==> src/rtl/stopwatch_pkg.sv <==
// Shared definitions for the stopwatch timekeeping core: state encoding,
// BCD digit width and per-position digit radix.
package stopwatch_pkg;

  localparam int DIGIT_W = 4;

  localparam logic [1:0] ST_PAUSED = 2'd0;
  localparam logic [1:0] ST_RUN    = 2'd1;
  localparam logic [1:0] ST_ADJUST = 2'd2;

  // Positions 1 and 3 are tens-of-seconds / tens-of-minutes.
  function automatic int digit_radix(input int idx);
    return ((idx == 1) || (idx == 3)) ? 6 : 10;
  endfunction

endpackage

==> src/rtl/stopwatch_core_if.sv <==
// Control/display bundle between the input conditioning logic, stopwatch_core
// and the 7-segment driver. LAP_EN adds btn_lap / lap_hold.
interface stopwatch_core_if #(
  parameter int NUM_DIGITS = 4,
  parameter int SEL_W      = 3
);

  logic                    tick;
  logic                    blink_tick;
  logic                    btn_reset;
  logic                    btn_pause;
  logic                    adj;
  logic [SEL_W-1:0]        sel;
  logic [3:0]              num;
  logic                    load;
  logic [4*NUM_DIGITS-1:0] digits;
  logic [NUM_DIGITS-1:0]   blank;
  logic                    running;
  logic                    wrap;
`ifdef LAP_EN
  logic                    btn_lap;
  logic                    lap_hold;

  modport master (
    output tick, blink_tick, btn_reset, btn_pause, adj, sel, num, load, btn_lap,
    input  digits, blank, running, wrap, lap_hold
  );

  modport slave (
    input  tick, blink_tick, btn_reset, btn_pause, adj, sel, num, load, btn_lap,
    output digits, blank, running, wrap, lap_hold
  );
`else
  modport master (
    output tick, blink_tick, btn_reset, btn_pause, adj, sel, num, load,
    input  digits, blank, running, wrap
  );

  modport slave (
    input  tick, blink_tick, btn_reset, btn_pause, adj, sel, num, load,
    output digits, blank, running, wrap
  );
`endif

endinterface

==> src/rtl/stopwatch_core_bcd_digit.sv <==
// Single BCD digit with configurable radix: synchronous clear, clamped load,
// and increment on carry-in with a combinational carry-out for rippling.
module bcd_digit
  import stopwatch_pkg::*;
#(
  parameter int RADIX = 10
) (
  input  logic               clk,
  input  logic               rst,
  input  logic               clr,
  input  logic               load,
  input  logic [DIGIT_W-1:0] load_val,
  input  logic               cin,
  output logic [DIGIT_W-1:0] q,
  output logic               cout
);

  localparam logic [DIGIT_W-1:0] MAX = DIGIT_W'(RADIX - 1);

  logic [DIGIT_W-1:0] val_q;
  logic [DIGIT_W-1:0] val_d;

  always_comb begin
    val_d = val_q;
    if (clr) begin
      val_d = '0;
    end else if (load) begin
      val_d = (load_val > MAX) ? MAX : load_val;
    end else if (cin) begin
      val_d = (val_q == MAX) ? '0 : val_q + DIGIT_W'(1);
    end
  end

  always_ff @(posedge clk) begin
    if (!rst) begin
      val_q <= '0;
    end else begin
      val_q <= val_d;
    end
  end

  assign q    = val_q;
  assign cout = cin && (val_q == MAX);

endmodule

==> src/rtl/stopwatch_core.sv <==
// N-digit BCD stopwatch core: run/pause, clear, clamped per-digit adjust with
// blink mask, wrap pulse. Optional lap snapshot enabled by `define LAP_EN.
module stopwatch_core
  import stopwatch_pkg::*;
#(
  parameter int NUM_DIGITS = 4,
  parameter int SEL_W      = 3
) (
  input  logic             clk,
  input  logic             rst,
  stopwatch_core_if.slave  bus
);

  logic [1:0] state_q;
  logic [1:0] state_d;
  logic       phase_q;
  logic       phase_d;
  logic       running_q;
  logic       running_d;
  logic       wrap_q;
  logic       wrap_d;

  logic                          clr;
  logic                          inc;
  logic                          ld;
  logic                          sel_ok;
  logic [NUM_DIGITS:0]           carry;
  logic [DIGIT_W*NUM_DIGITS-1:0] live;
  logic [NUM_DIGITS-1:0]         blank_mask;

  assign sel_ok = (int'(bus.sel) < NUM_DIGITS);

  // Priority: btn_reset > adj > btn_pause > tick; lower-priority events are dropped.
  always_comb begin
    state_d = state_q;
    clr     = bus.btn_reset;
    inc     = 1'b0;
    ld      = 1'b0;
    if (!bus.btn_reset) begin
      if (bus.adj) begin
        state_d = ST_ADJUST;
        ld      = bus.load && (state_q == ST_ADJUST) && sel_ok;
      end else if (state_q == ST_ADJUST) begin
        state_d = ST_PAUSED;
      end else if (bus.btn_pause) begin
        state_d = (state_q == ST_RUN) ? ST_PAUSED : ST_RUN;
      end else if (bus.tick && (state_q == ST_RUN)) begin
        inc = 1'b1;
      end
    end
    running_d = (state_d == ST_RUN);
    wrap_d    = carry[NUM_DIGITS];
    if ((state_q == ST_ADJUST) && (state_d == ST_ADJUST)) begin
      phase_d = phase_q ^ bus.blink_tick;
    end else begin
      phase_d = 1'b0;
    end
  end

  always_ff @(posedge clk) begin
    if (!rst) begin
      state_q   <= ST_PAUSED;
      phase_q   <= 1'b0;
      running_q <= 1'b0;
      wrap_q    <= 1'b0;
    end else begin
      state_q   <= state_d;
      phase_q   <= phase_d;
      running_q <= running_d;
      wrap_q    <= wrap_d;
    end
  end

  assign carry[0] = inc;

  for (genvar i = 0; i < NUM_DIGITS; i++) begin : g_digit
    bcd_digit #(
      .RADIX(digit_radix(i))
    ) u_digit (
      .clk      (clk),
      .rst      (rst),
      .clr      (clr),
      .load     (ld && (bus.sel == SEL_W'(i))),
      .load_val (bus.num),
      .cin      (carry[i]),
      .q        (live[DIGIT_W*i +: DIGIT_W]),
      .cout     (carry[i+1])
    );

    assign blank_mask[i] = phase_q && (bus.sel == SEL_W'(i));
  end

  assign bus.blank   = blank_mask;
  assign bus.running = running_q;
  assign bus.wrap    = wrap_q;

`ifdef LAP_EN
  logic                          lap_hold_q;
  logic                          lap_hold_d;
  logic [DIGIT_W*NUM_DIGITS-1:0] lap_q;
  logic [DIGIT_W*NUM_DIGITS-1:0] lap_d;

  always_comb begin
    lap_hold_d = lap_hold_q;
    lap_d      = lap_q;
    if (bus.btn_reset || (state_d != ST_RUN)) begin
      lap_hold_d = 1'b0;
    end else if (bus.btn_lap && (state_q == ST_RUN)) begin
      lap_hold_d = !lap_hold_q;
      if (!lap_hold_q) begin
        lap_d = live;
      end
    end
  end

  always_ff @(posedge clk) begin
    if (!rst) begin
      lap_hold_q <= 1'b0;
      lap_q      <= '0;
    end else begin
      lap_hold_q <= lap_hold_d;
      lap_q      <= lap_d;
    end
  end

  assign bus.digits   = lap_hold_q ? lap_q : live;
  assign bus.lap_hold = lap_hold_q;
`else
  assign bus.digits = live;
`endif

endmodule

==> src/flat_wrapper.sv <==
// flat-port wrapper written by rule: the top's interface ports become plain ports
module stopwatch_core_flat import stopwatch_pkg::*;
#(
  parameter int NUM_DIGITS = 4,
  parameter int SEL_W      = 3
)
  (clk, rst, bus_tick, bus_blink_tick, bus_btn_reset, bus_btn_pause, bus_adj, bus_sel, bus_num, bus_load, bus_digits, bus_blank, bus_running, bus_wrap);
  stopwatch_core_if #(.NUM_DIGITS(NUM_DIGITS), .SEL_W(SEL_W)) bus_i ();
  input  logic clk;
  input  logic rst;
  input wire logic [$bits(bus_i.tick)-1:0] bus_tick;
  input wire logic [$bits(bus_i.blink_tick)-1:0] bus_blink_tick;
  input wire logic [$bits(bus_i.btn_reset)-1:0] bus_btn_reset;
  input wire logic [$bits(bus_i.btn_pause)-1:0] bus_btn_pause;
  input wire logic [$bits(bus_i.adj)-1:0] bus_adj;
  input wire logic [$bits(bus_i.sel)-1:0] bus_sel;
  input wire logic [$bits(bus_i.num)-1:0] bus_num;
  input wire logic [$bits(bus_i.load)-1:0] bus_load;
  output wire logic [$bits(bus_i.digits)-1:0] bus_digits;
  output wire logic [$bits(bus_i.blank)-1:0] bus_blank;
  output wire logic [$bits(bus_i.running)-1:0] bus_running;
  output wire logic [$bits(bus_i.wrap)-1:0] bus_wrap;
  assign bus_i.tick = bus_tick;
  assign bus_i.blink_tick = bus_blink_tick;
  assign bus_i.btn_reset = bus_btn_reset;
  assign bus_i.btn_pause = bus_btn_pause;
  assign bus_i.adj = bus_adj;
  assign bus_i.sel = bus_sel;
  assign bus_i.num = bus_num;
  assign bus_i.load = bus_load;
  assign bus_digits = bus_i.digits;
  assign bus_blank = bus_i.blank;
  assign bus_running = bus_i.running;
  assign bus_wrap = bus_i.wrap;
  stopwatch_core #(.NUM_DIGITS(NUM_DIGITS), .SEL_W(SEL_W)) u_core (.clk(clk), .rst(rst), .bus(bus_i));
endmodule
==> config.mk <==
export PLATFORM = sky130hd
export DESIGN_NAME = stopwatch_core_flat
export DESIGN_NICKNAME = d
export VERILOG_FILES = /design/src/rtl/stopwatch_pkg.sv /design/src/rtl/stopwatch_core_if.sv /design/src/rtl/stopwatch_core_bcd_digit.sv /design/src/rtl/stopwatch_core.sv /design/src/flat_wrapper.sv
export SDC_FILE = /design/constraint.sdc
export NUM_CORES = 1
export LEC_CHECK = 0
export BUFFER_PORTS_ARGS = -buffer_cell sky130_fd_sc_hd__clkbuf_2
export CAP_MARGIN = 20
export CORE_AREA = 2 2 87 47
export CTS_BUF_LIST = sky130_fd_sc_hd__clkbuf_4 sky130_fd_sc_hd__clkbuf_8
export CTS_CLUSTER_DIAMETER = 200
export DETAILED_ROUTE_END_ITERATION = 10
export DIE_AREA = 0 0 89 49
export PLACE_DENSITY = 0.67
export SYNTH_ARGS = -nofsm -noshare
export SYNTH_HDL_FRONTEND = slang
export SYNTH_HIERARCHICAL = 1
export SYNTH_SLANG_ARGS = --single-unit
==> constraint.sdc <==
create_clock -name clk -period 2.9 [get_ports clk]
set_input_delay 0.145 -clock clk [delete_from_list [all_inputs] [get_ports clk]]
set_output_delay 0.145 -clock clk [all_outputs]
set_load 0.01 [all_outputs]
==> flow_summary_export.csv, run 1 <==
group,metric,value,unit
clock_network,cts_resized,0,
place,post_dp_cell_area,1590,sq um
clock_network,cts-root-buf,"clkbuf_8",
logic_synthesis,yosys.area.top_type_share,0.319,
grt,grt_overflow_total,0,
critical_path,cp-start-kind,"register",
clock_network,clk_latency,0.26,ns
finish,final_common_cell,"clkbuf_2",
drt,wl_per_cell,12.7,um
logic_synthesis,synth_top_area_cell,"dfxtp_1",
min_path,hold_class,"input pin to register",
drt,vias_per_cell,5.08,
logic_synthesis,ys.flop_type,"dfxtp_1",
timing,setup_violations,0,
timing,maxSlewHeadroom,0.684,
finish,post-route-util,0.443,
finish,design_area,1630,sq um
logic_synthesis,avgSynthCellArea,8.38,sq um
timing,holdWs,0.188,ns
finish,area_growth,24.0,%
floorplanning,die_h,49,um
finish,diodes,0,
critical_path,cp-end-kind,"register",
drt,drt_first_pass_iters,4,
clock_network,htreeDepth,1,
power_and_ir_drop,p_leak,0.625,nW
drt,drc_errors,0,
drt,drtIter0Drc,69,
drt,routed-via-count,1290,
timing,finClkSkew,0.00622,ns
flow_run,drv_cap,0,
logic_synthesis,synth_cell_types,41,
floorplanning,die_width,89,um
logic_synthesis,yosysWarnings,6,
finish,multiInputGateArea,842,sq um
clock_network,cts_tree,"built",
critical_path,crit_fanout,5,
timing,hold_violations,0,
floorplanning,die_area,4360,sq um
finish,register_area,420,sq um
timing,fin_crit,2.69,ns
critical_path,worst-setup-path-type,"register to register",
logic_synthesis,ys_seq_area_frac,0.319,
outcome,status,"complete, no violations",
finish,fin_cells,254,
logic_synthesis,synth_edf_count,0,
grt,grt_max_degree,13,
place,port_buffers,36,
floorplanning,start_util,0.357,
clock_network,post_cts_buffers,0,
floorplanning,io_pins,37,
place,hpwlAfterDp,2.47,mm
logic_synthesis,async_reset_ff_frac,0,
logic_synthesis,synth_cells,157,
clock_network,postCtsHoldBufs,0,
critical_path,crit_required,3.08,ns
critical_path,arrival,2.87,ns
power_and_ir_drop,ir_drop,0.143,mV
place,dp.cells,250,
timing,slew_violations,0,
timing,fmax,372,MHz
grt,grt_pass1_vias,1128,
critical_path,r2r_slack,0.21,ns
timing,setup_ws,0.210,ns
logic_synthesis,yosys-top-cells-area,"dfxtp_1 (32%), nor2_1 (4.8%), nand2b_1 (3.8%)",
drt,ant_nets,0,
floorplanning,coreArea,3680,sq um
power_and_ir_drop,powerDensity,332,nW/um^2
timing,rsz0062_at_grt,"false",
clock_network,cts.sinks,21,
timing,fin_setup_tns,0,ns
timing,worst_pin_slew,0.472,ns
logic_synthesis,ys_seq_elements,21,
timing,finalCritPeriodShare,0.928,
place,gp_congestion,0.915,
finish,drive_gt1_frac,0.315,
floorplanning,rows,16,
grt,track_usage,0.156,
clock_network,clk_pin_slew,0.08,ns
power_and_ir_drop,power.total,0.542,mW
finish,fillCellCount,372,
finish,nNetsFinal,216,
logic_synthesis,syn_nets,172,
drt,wl,3.23,mm
clock_network,cts_buffer_depth,2,
clock_network,cts_made_buffers,3,
place,place_ws,0.260,ns
grt,grt_pass1_wl,5.40,mm
grt,antenna_found_initial,0,
finish,mostFrequentLayoutCells,"clkbuf_2 (36), dfxtp_1 (21), nor2_1 (17)",
logic_synthesis,synth_area,1320,sq um
## Yosys cell counts (3+ instances only)
| library cell | count |
|---|---|
| nand3_1 | 3 |
| a221oi_1 | 4 |
| nand2_2 | 4 |
| o21ai_0 | 10 |
| nor3_1 | 7 |
| nand2_1 | 8 |
| xor2_1 | 3 |
| a21oi_1 | 8 |
| a211oi_1 | 6 |
| nor2b_1 | 4 |
| inv_1 | 10 |
| nand2b_1 | 8 |
| dfxtp_1 | 21 |
| xnor2_1 | 4 |
| nor2_1 | 17 |
## power by group
| group | total [mW] | internal, mW | switching, mW |
|---|---|---|---|
| Combinational | 0.0536 | 0.0213 | 0.0324 |
| Sequential | 0.293 | 0.290 | 0.00244 |
| Clock | 0.195 | 0.0957 | 0.0994 |
## critical path: stages (launching register included)
cell and delay, ns:
dfxtp_1 0.39, nor2b_1 0.18, and4b_1 0.31, nand2_2 0.10
nor3_1 0.24, nand2_2 0.13, nor4_2 0.26, nand2_2 0.12
nor3_1 0.14, buf_4 0.16, nand2_2 0.07, a211o_1 0.29
a221oi_2 0.21
## state kept, by name (all words and copies together), names as in the netlist
name	cells
u_core/bus.running	1
u_core/bus.wrap	1
u_core/g_digit.u_digit/q	16
u_core/phase_q	1
u_core/state_q	2
## worst paths after layout
path / startpoint / endpoint / cells past startpoint
worst min-delay path: bus_blink_tick / u_core/phase_q / 4
worst max register to register: u_core/state_q[0] / u_core/g_digit[3].u_digit/q[1] / 12
worst min register to register: u_core/g_digit[1].u_digit/q[2] / u_core/g_digit[1].u_digit/q[2] / 2
worst max-delay path: u_core/state_q[0] / u_core/g_digit[3].u_digit/q[1] / 12
## cell families (layout without fill, tap and decap cells)
family | after synthesis | count (layout) | synth area share
xor+xnor | 7 | 7 | 0.0466
simple gates | 72 | 72 | 0.333
buf+inv | 12 | 55 | 0.0456
compound gates | 45 | 45 | 0.256
flops | 21 | 21 | 0.319
## area by class of cell
class	instances	area share
Clock buffer	3	0.0253
Inverter	10	0.0230
Sequential cell	21	0.258
Timing Repair Buffer	41	0.133
Tap cell	54	0.0414
Multi-Input combinational cell	124	0.516
Clock inverter	1	0.00307
## metal layers
layer	vias to the layer above	track usage	share of wire
met5	-	0	0
met4	0	0.0299	0.0078
met3	4	0.0491	0.045
met2	29	0.211	0.40
met1	594	0.241	0.55
li1	663	-	-
No activity file was read; power rests on OpenSTA's default activity.
==> inputs of run 2 (changes only) <==
- BUFFER_PORTS_ARGS: -buffer_cell sky130_fd_sc_hd__clkbuf_2 -> -buffer_cell sky130_fd_sc_hd__buf_2
==> run 2 against run 1 <==
  * Clock power is 5% higher
  * Largest power group unchanged
  * Critical endpoint is now u_core/g_digit[3].u_digit/q[3]
  * Combinational power is 0.7% lower
  * Non-clock buffer count stayed put
  * Routed wire length is 1.2% higher
  * Critical path depth stayed put
  * Highest routed layer unchanged
  * Sequential share of layout area is 0.18 points lower
==> flow_summary_export.csv, run 2 (same netlist as run 1, synthesis figures left out) <==
group,metric,value,unit
grt,track_usage,0.161,
finish,drive_gt1_frac,0.315,
clock_network,cts-root-buf,"clkbuf_8",
finish,nNetsFinal,216,
clock_network,clk_pin_slew,0.08,ns
critical_path,worst-setup-path-type,"register to register",
finish,diodes,0,
finish,area_growth,24.8,%
timing,fmax,380,MHz
grt,grt_pass1_vias,1134,
place,port_buffers,36,
grt,antenna_found_initial,0,
min_path,hold_class,"input pin to register",
drt,routed-via-count,1331,
min_path,hold_start,"bus_num[0]",
grt,met3_usage,0.0508,
floorplanning,die_h,49,um
critical_path,arrival,2.76,ns
timing,hold_violations,0,
critical_path,cp-end-kind,"register",
critical_path,crit_fanout,5,
timing,worst_pin_slew,0.477,ns
timing,slew_violations,0,
floorplanning,rows,16,
timing,finalCritPeriodShare,0.908,
clock_network,postCtsHoldBufs,0,
grt,grt_pass1_wl,5.47,mm
floorplanning,io_pins,37,
outcome,status,"complete, no violations",
drt,wl_per_cell,12.9,um
critical_path,cp-start-kind,"register",
critical_path,crit_required,3.03,ns
timing,finClkSkew,0.00137,ns
drt,ant_nets,0,
grt,grt_max_degree,12,
power_and_ir_drop,power.total,0.551,mW
critical_path,reg2reg_to,"u_core/g_digit[3].u_digit/q[3]",
timing,setup_violations,0,
finish,mostFrequentLayoutCells,"buf_2 (36), dfxtp_1 (21), nor2_1 (17)",
clock_network,clk_latency,0.26,ns
floorplanning,die_width,89,um
finish,largest_reg_flops,16,
clock_network,cts_made_buffers,3,
power_and_ir_drop,p_leak,0.644,nW
clock_network,htreeDepth,1,
timing,fin_crit,2.63,ns
power_and_ir_drop,powerDensity,336,nW/um^2
clock_network,cts_tree,"built",
place,hpwlAfterDp,2.47,mm
timing,holdWs,0.185,ns
place,gp_congestion,0.901,
critical_path,r2r_slack,0.27,ns
clock_network,cts_buffer_depth,2,
critical_path,crit_path_start,"u_core/state_q[0]",
grt,grt_overflow_total,0,
drt,drt_first_pass_iters,4,
floorplanning,coreArea,3680,sq um
finish,final_common_cell,"buf_2",
floorplanning,start_util,0.357,
critical_path,endpoint,"u_core/g_digit[3].u_digit/q[3]",
grt,grtUsageMet1,0.255,
clock_network,cts_resized,0,
timing,rsz0062_at_grt,"false",
critical_path,rr_worst_depth,12,
critical_path,timing.rr.start,"u_core/state_q[0]",
drt,wl,3.26,mm
floorplanning,die_area,4360,sq um
grt,gr-max-usage-layer,"met1",
drt,drc_errors,0,
clock_network,post_cts_buffers,0,
power_and_ir_drop,ir_drop,0.174,mV
timing,fin_setup_tns,0,ns
drt,drtIter0Drc,68,
grt,use_met2,0.216,
clock_network,cts.sinks,21,
timing,maxSlewHeadroom,0.681,
flow_run,drv_cap,0,
drt,vias_per_cell,5.24,
[run 2: cell count changes in the layout (fill, tap and decap cells not counted), sizes merged]
cell    delta
buf       +36
clkinv     -1
clkbuf    -35
[run 2: cell type report]
type / instances / area, sq um
well taps: 54 / 67.6
multi-input cells: 124 / 851
fillers: 385 / 2040
clock buffers: 4 / 48.8
repair buffers: 41 / 218
flip-flops and latches: 21 / 420
inverters: 10 / 37.5
[run 2: metrics by stage]
stage / cells / worst slack (ns) / utilization / area [sq um]
final: 254 / 0.268 / 0.446 / 1640
after global routing: 254 / 0.0205 / 0.446 / 1640
after CTS: 254 / 0.224 / 0.444 / 1630
after detailed placement: 250 / 0.253 / 0.430 / 1590
after global placement: 250 / 0.405 / 0.430 / 1590
after floorplan: 157 / 0.119 / - / 1320
[run 2: how the worst min path moves through the flow]
stage	slack, ns	to	depth (start not counted)
floorplan	0.26	u_core/state_q[0]	1
global placement	0.45	u_core/phase_q	4
detailed placement	0.46	u_core/g_digit[2].u_digit/q[0]	3
CTS	0.18	u_core/g_digit[2].u_digit/q[0]	3
global route	0.19	u_core/g_digit[2].u_digit/q[0]	3
finish	0.18	u_core/g_digit[2].u_digit/q[0]	3
[run 2: power by group]
group / switching (mW) / internal (mW) / total (mW)
clock: 0.0978 / 0.107 / 0.205
combinational: 0.0318 / 0.0215 / 0.0532
sequential: 0.00245 / 0.290 / 0.293
total: 0.132 / 0.419 / 0.551
[run 2: critical path, stage by stage, from the launching register on]
cell and delay (ns):
dfxtp_1 0.38, nor2b_1 0.17, and4b_1 0.30, nand2_2 0.10
nor3_1 0.25, nand2_2 0.15, nor4_4 0.21, nand2_2 0.11
nor3_1 0.24, buf_4 0.19, nand4_1 0.11, xnor2_1 0.21
nor3_1 0.07
[run 2: per-layer routing]
| layer | vias up | wire, um |
|---|---|---|
| met5 | - | 0 |
| met4 | 0 | 11 |
| met3 | 2 | 179 |
| met2 | 33 | 1350 |
| met1 | 630 | 1720 |
| li1 | 666 | - |
==> inputs of run 3 (changes only) <==
- CORE_AREA: 2 2 87 47 -> 2 2 53 55
- DIE_AREA: 0 0 89 49 -> 0 0 55 57
- PLACE_DENSITY: 0.67 -> 0.84
- clock period: 2.9 -> 3 ns (I/O delays scaled with it)
==> run 3 against run 2 <==
  * Final cell count shrank 9.1%
  * Maximum frequency is 1.7% higher
  * Global-route usage grew 5.5 points
  * Via count shrank 0.45%
  * Total power shrank 13%
  * Highest routed layer unchanged
  * Largest power group unchanged
  * Critical endpoint is now u_core/g_digit[3].u_digit/q[0]
  * Largest cell class unchanged
  * First-iteration DRC count is 50% lower
==> flow_summary_export.csv, run 3 (same netlist as run 1, synthesis figures left out) <==
group,metric,value,unit
min_path,hold_start,"bus_num[0]",
power_and_ir_drop,ir_drop,0.266,mV
place,gp_congestion,0.887,
power_and_ir_drop,powerDensity,304,nW/um^2
drt,drtIter0Drc,34,
drt,vias_per_cell,5.74,
floorplanning,die_area,3140,sq um
timing,finClkSkew,0.00440,ns
clock_network,clk_pin_slew,0.12,ns
finish,multiInputGateArea,841,sq um
timing,hold_violations,0,
grt,grt_overflow_total,0,
critical_path,path_delay_family,"simple AND/OR/NAND/NOR gates",
timing,fin_crit,2.59,ns
finish,fillCellCount,236,
grt,grt_max_degree,12,
timing,finalCritPeriodShare,0.863,
clock_network,cts_buffer_depth,2,
flow_run,drv_cap,0,
power_and_ir_drop,p_leak,0.636,nW
critical_path,path_cells,"nor2b_1, and4b_1, nand2_2, nor3_2, nand2_2, nor4_1, buf_4, nand2_2, nor3_1, buf_4, xor2_1, nor2_1, a211oi_1",
drt,ant_nets,0,
clock_network,htreeDepth,1,
critical_path,timing.rr.start,"u_core/state_q[0]",
critical_path,cp-start-kind,"register",
grt,grtUsageMet1,0.281,
finish,design_area,1590,sq um
drt,wl_per_cell,12.9,um
critical_path,cp.depth,13,
critical_path,rr_worst_depth,13,
grt,gr-max-usage-layer,"met2",
floorplanning,die_h,57,um
floorplanning,rows,19,
drt,drc_errors,0,
grt,use_met2,0.369,
timing,holdWs,0.130,ns
outcome,status,"complete, no violations",
floorplanning,io_pins,37,
clock_network,cts-root-buf,"clkbuf_4",
finish,mostFrequentLayoutCells,"buf_2 (36), dfxtp_1 (21), nor2_1 (17)",
critical_path,arrival,2.81,ns
clock_network,cts_tree,"built",
place,hpwlAfterDp,2.28,mm
critical_path,crit_buf_inv,2,
drt,routed-via-count,1325,
critical_path,crit_fanout,5,
timing,slew_violations,0,
critical_path,cp_slowest_stage_delay,0.39,ns
timing,worst_pin_slew,0.491,ns
critical_path,endpoint,"u_core/g_digit[3].u_digit/q[0]",
grt,grt_pass1_wl,5.21,mm
critical_path,worst-setup-path-type,"register to register",
critical_path,path_common_cell,"nand2_2",
timing,rsz0062_at_grt,"false",
critical_path,reg2reg_to,"u_core/g_digit[3].u_digit/q[0]",
timing,setup_violations,0,
floorplanning,start_util,0.503,
floorplanning,die_width,55,um
finish,diodes,0,
place,port_buffers,36,
finish,final_common_cell,"buf_2",
critical_path,r2r_slack,0.41,ns
grt,grt_pass1_vias,1196,
clock_network,cts.sinks,21,
drt,wl,2.98,mm
clock_network,cts_made_buffers,3,
finish,register_area,420,sq um
finish,largest_reg_flops,16,
timing,fmax,386,MHz
clock_network,postCtsHoldBufs,0,
finish,area_growth,20.4,%
critical_path,cp-end-kind,"register",
min_path,hold_class,"input pin to register",
grt,met3_usage,0.0236,
grt,antenna_found_initial,0,
finish,nNetsFinal,216,
critical_path,crit_path_start,"u_core/state_q[0]",
timing,maxSlewHeadroom,0.671,
timing,fin_setup_tns,0,ns
finish,drive_gt1_frac,0.315,
floorplanning,coreArea,2620,sq um
clock_network,clk_latency,0.30,ns
place,post_dp_cell_area,1550,sq um
critical_path,worst_path_max_delay_cell,"dfxtp_1",
drt,drt_first_pass_iters,4,
grt,track_usage,0.216,
critical_path,crit_required,3.22,ns
## run 3: cell count changes in the layout (fill, tap and decap cells not counted)
cell,change
clkbuf_4,+3
clkbuf_8,-3
nor3_1,-1
nor3_2,+1
nor4_1,+1
nor4_4,-1
## run 3: where the power goes
group,switching (mW),internal [mW]
clock,0.0868,0.0608
sequential,0.00216,0.281
combinational,0.0299,0.0207
total,0.119,0.363
## run 3: per-layer routing
layer,vias up,routed length (um)
li1,667,-
met1,627,1340
met2,29,1500
met3,2,117
met4,0,17
met5,-,0
## run 3: how the worst min path moves through the flow
stage	end	cells past startpoint
2_1_floorplan	u_core/state_q[0]	1
3_3_place_gp	u_core/g_digit[2].u_digit/q[0]	3
3_5_place_dp	u_core/g_digit[0].u_digit/q[0]	3
4_1_cts	u_core/g_digit[2].u_digit/q[0]	3
5_1_grt	u_core/g_digit[2].u_digit/q[0]	3
6_report	u_core/g_digit[0].u_digit/q[0]	3
## run 3: what timing repair did
action,4_1_cts,5_1_grt
gates resized for setup,0,1
setup buffers,0,0
endpoints found under the setup margin,0,2
## run 3: tightest hold or removal path: cells and delay by family
family / cells / cell delay, ns
AO/OA/AOI/OAI: 1 / 0.07
buffers and inverters: 2 / 0.18
## run 3: stage by stage
stage	cells	power (mW)	util	worst slack [ns]
finish	231	0.482	0.606	0.412
global route	231	0.502	0.606	0.0619
CTS	231	0.487	0.604	0.328
detailed placement	227	0.340	0.593	0.387
global placement	227	0.339	0.593	0.451
floorplan	157	0.314	-	0.0459
## run 3: final cells by class
cell class / instances / area share
Tap cell: 31 / 0.0245
Sequential cell: 21 / 0.265
Clock buffer: 4 / 0.0189
Timing Repair Buffer: 41 / 0.137
Multi-Input combinational cell: 124 / 0.530
Inverter: 10 / 0.0237
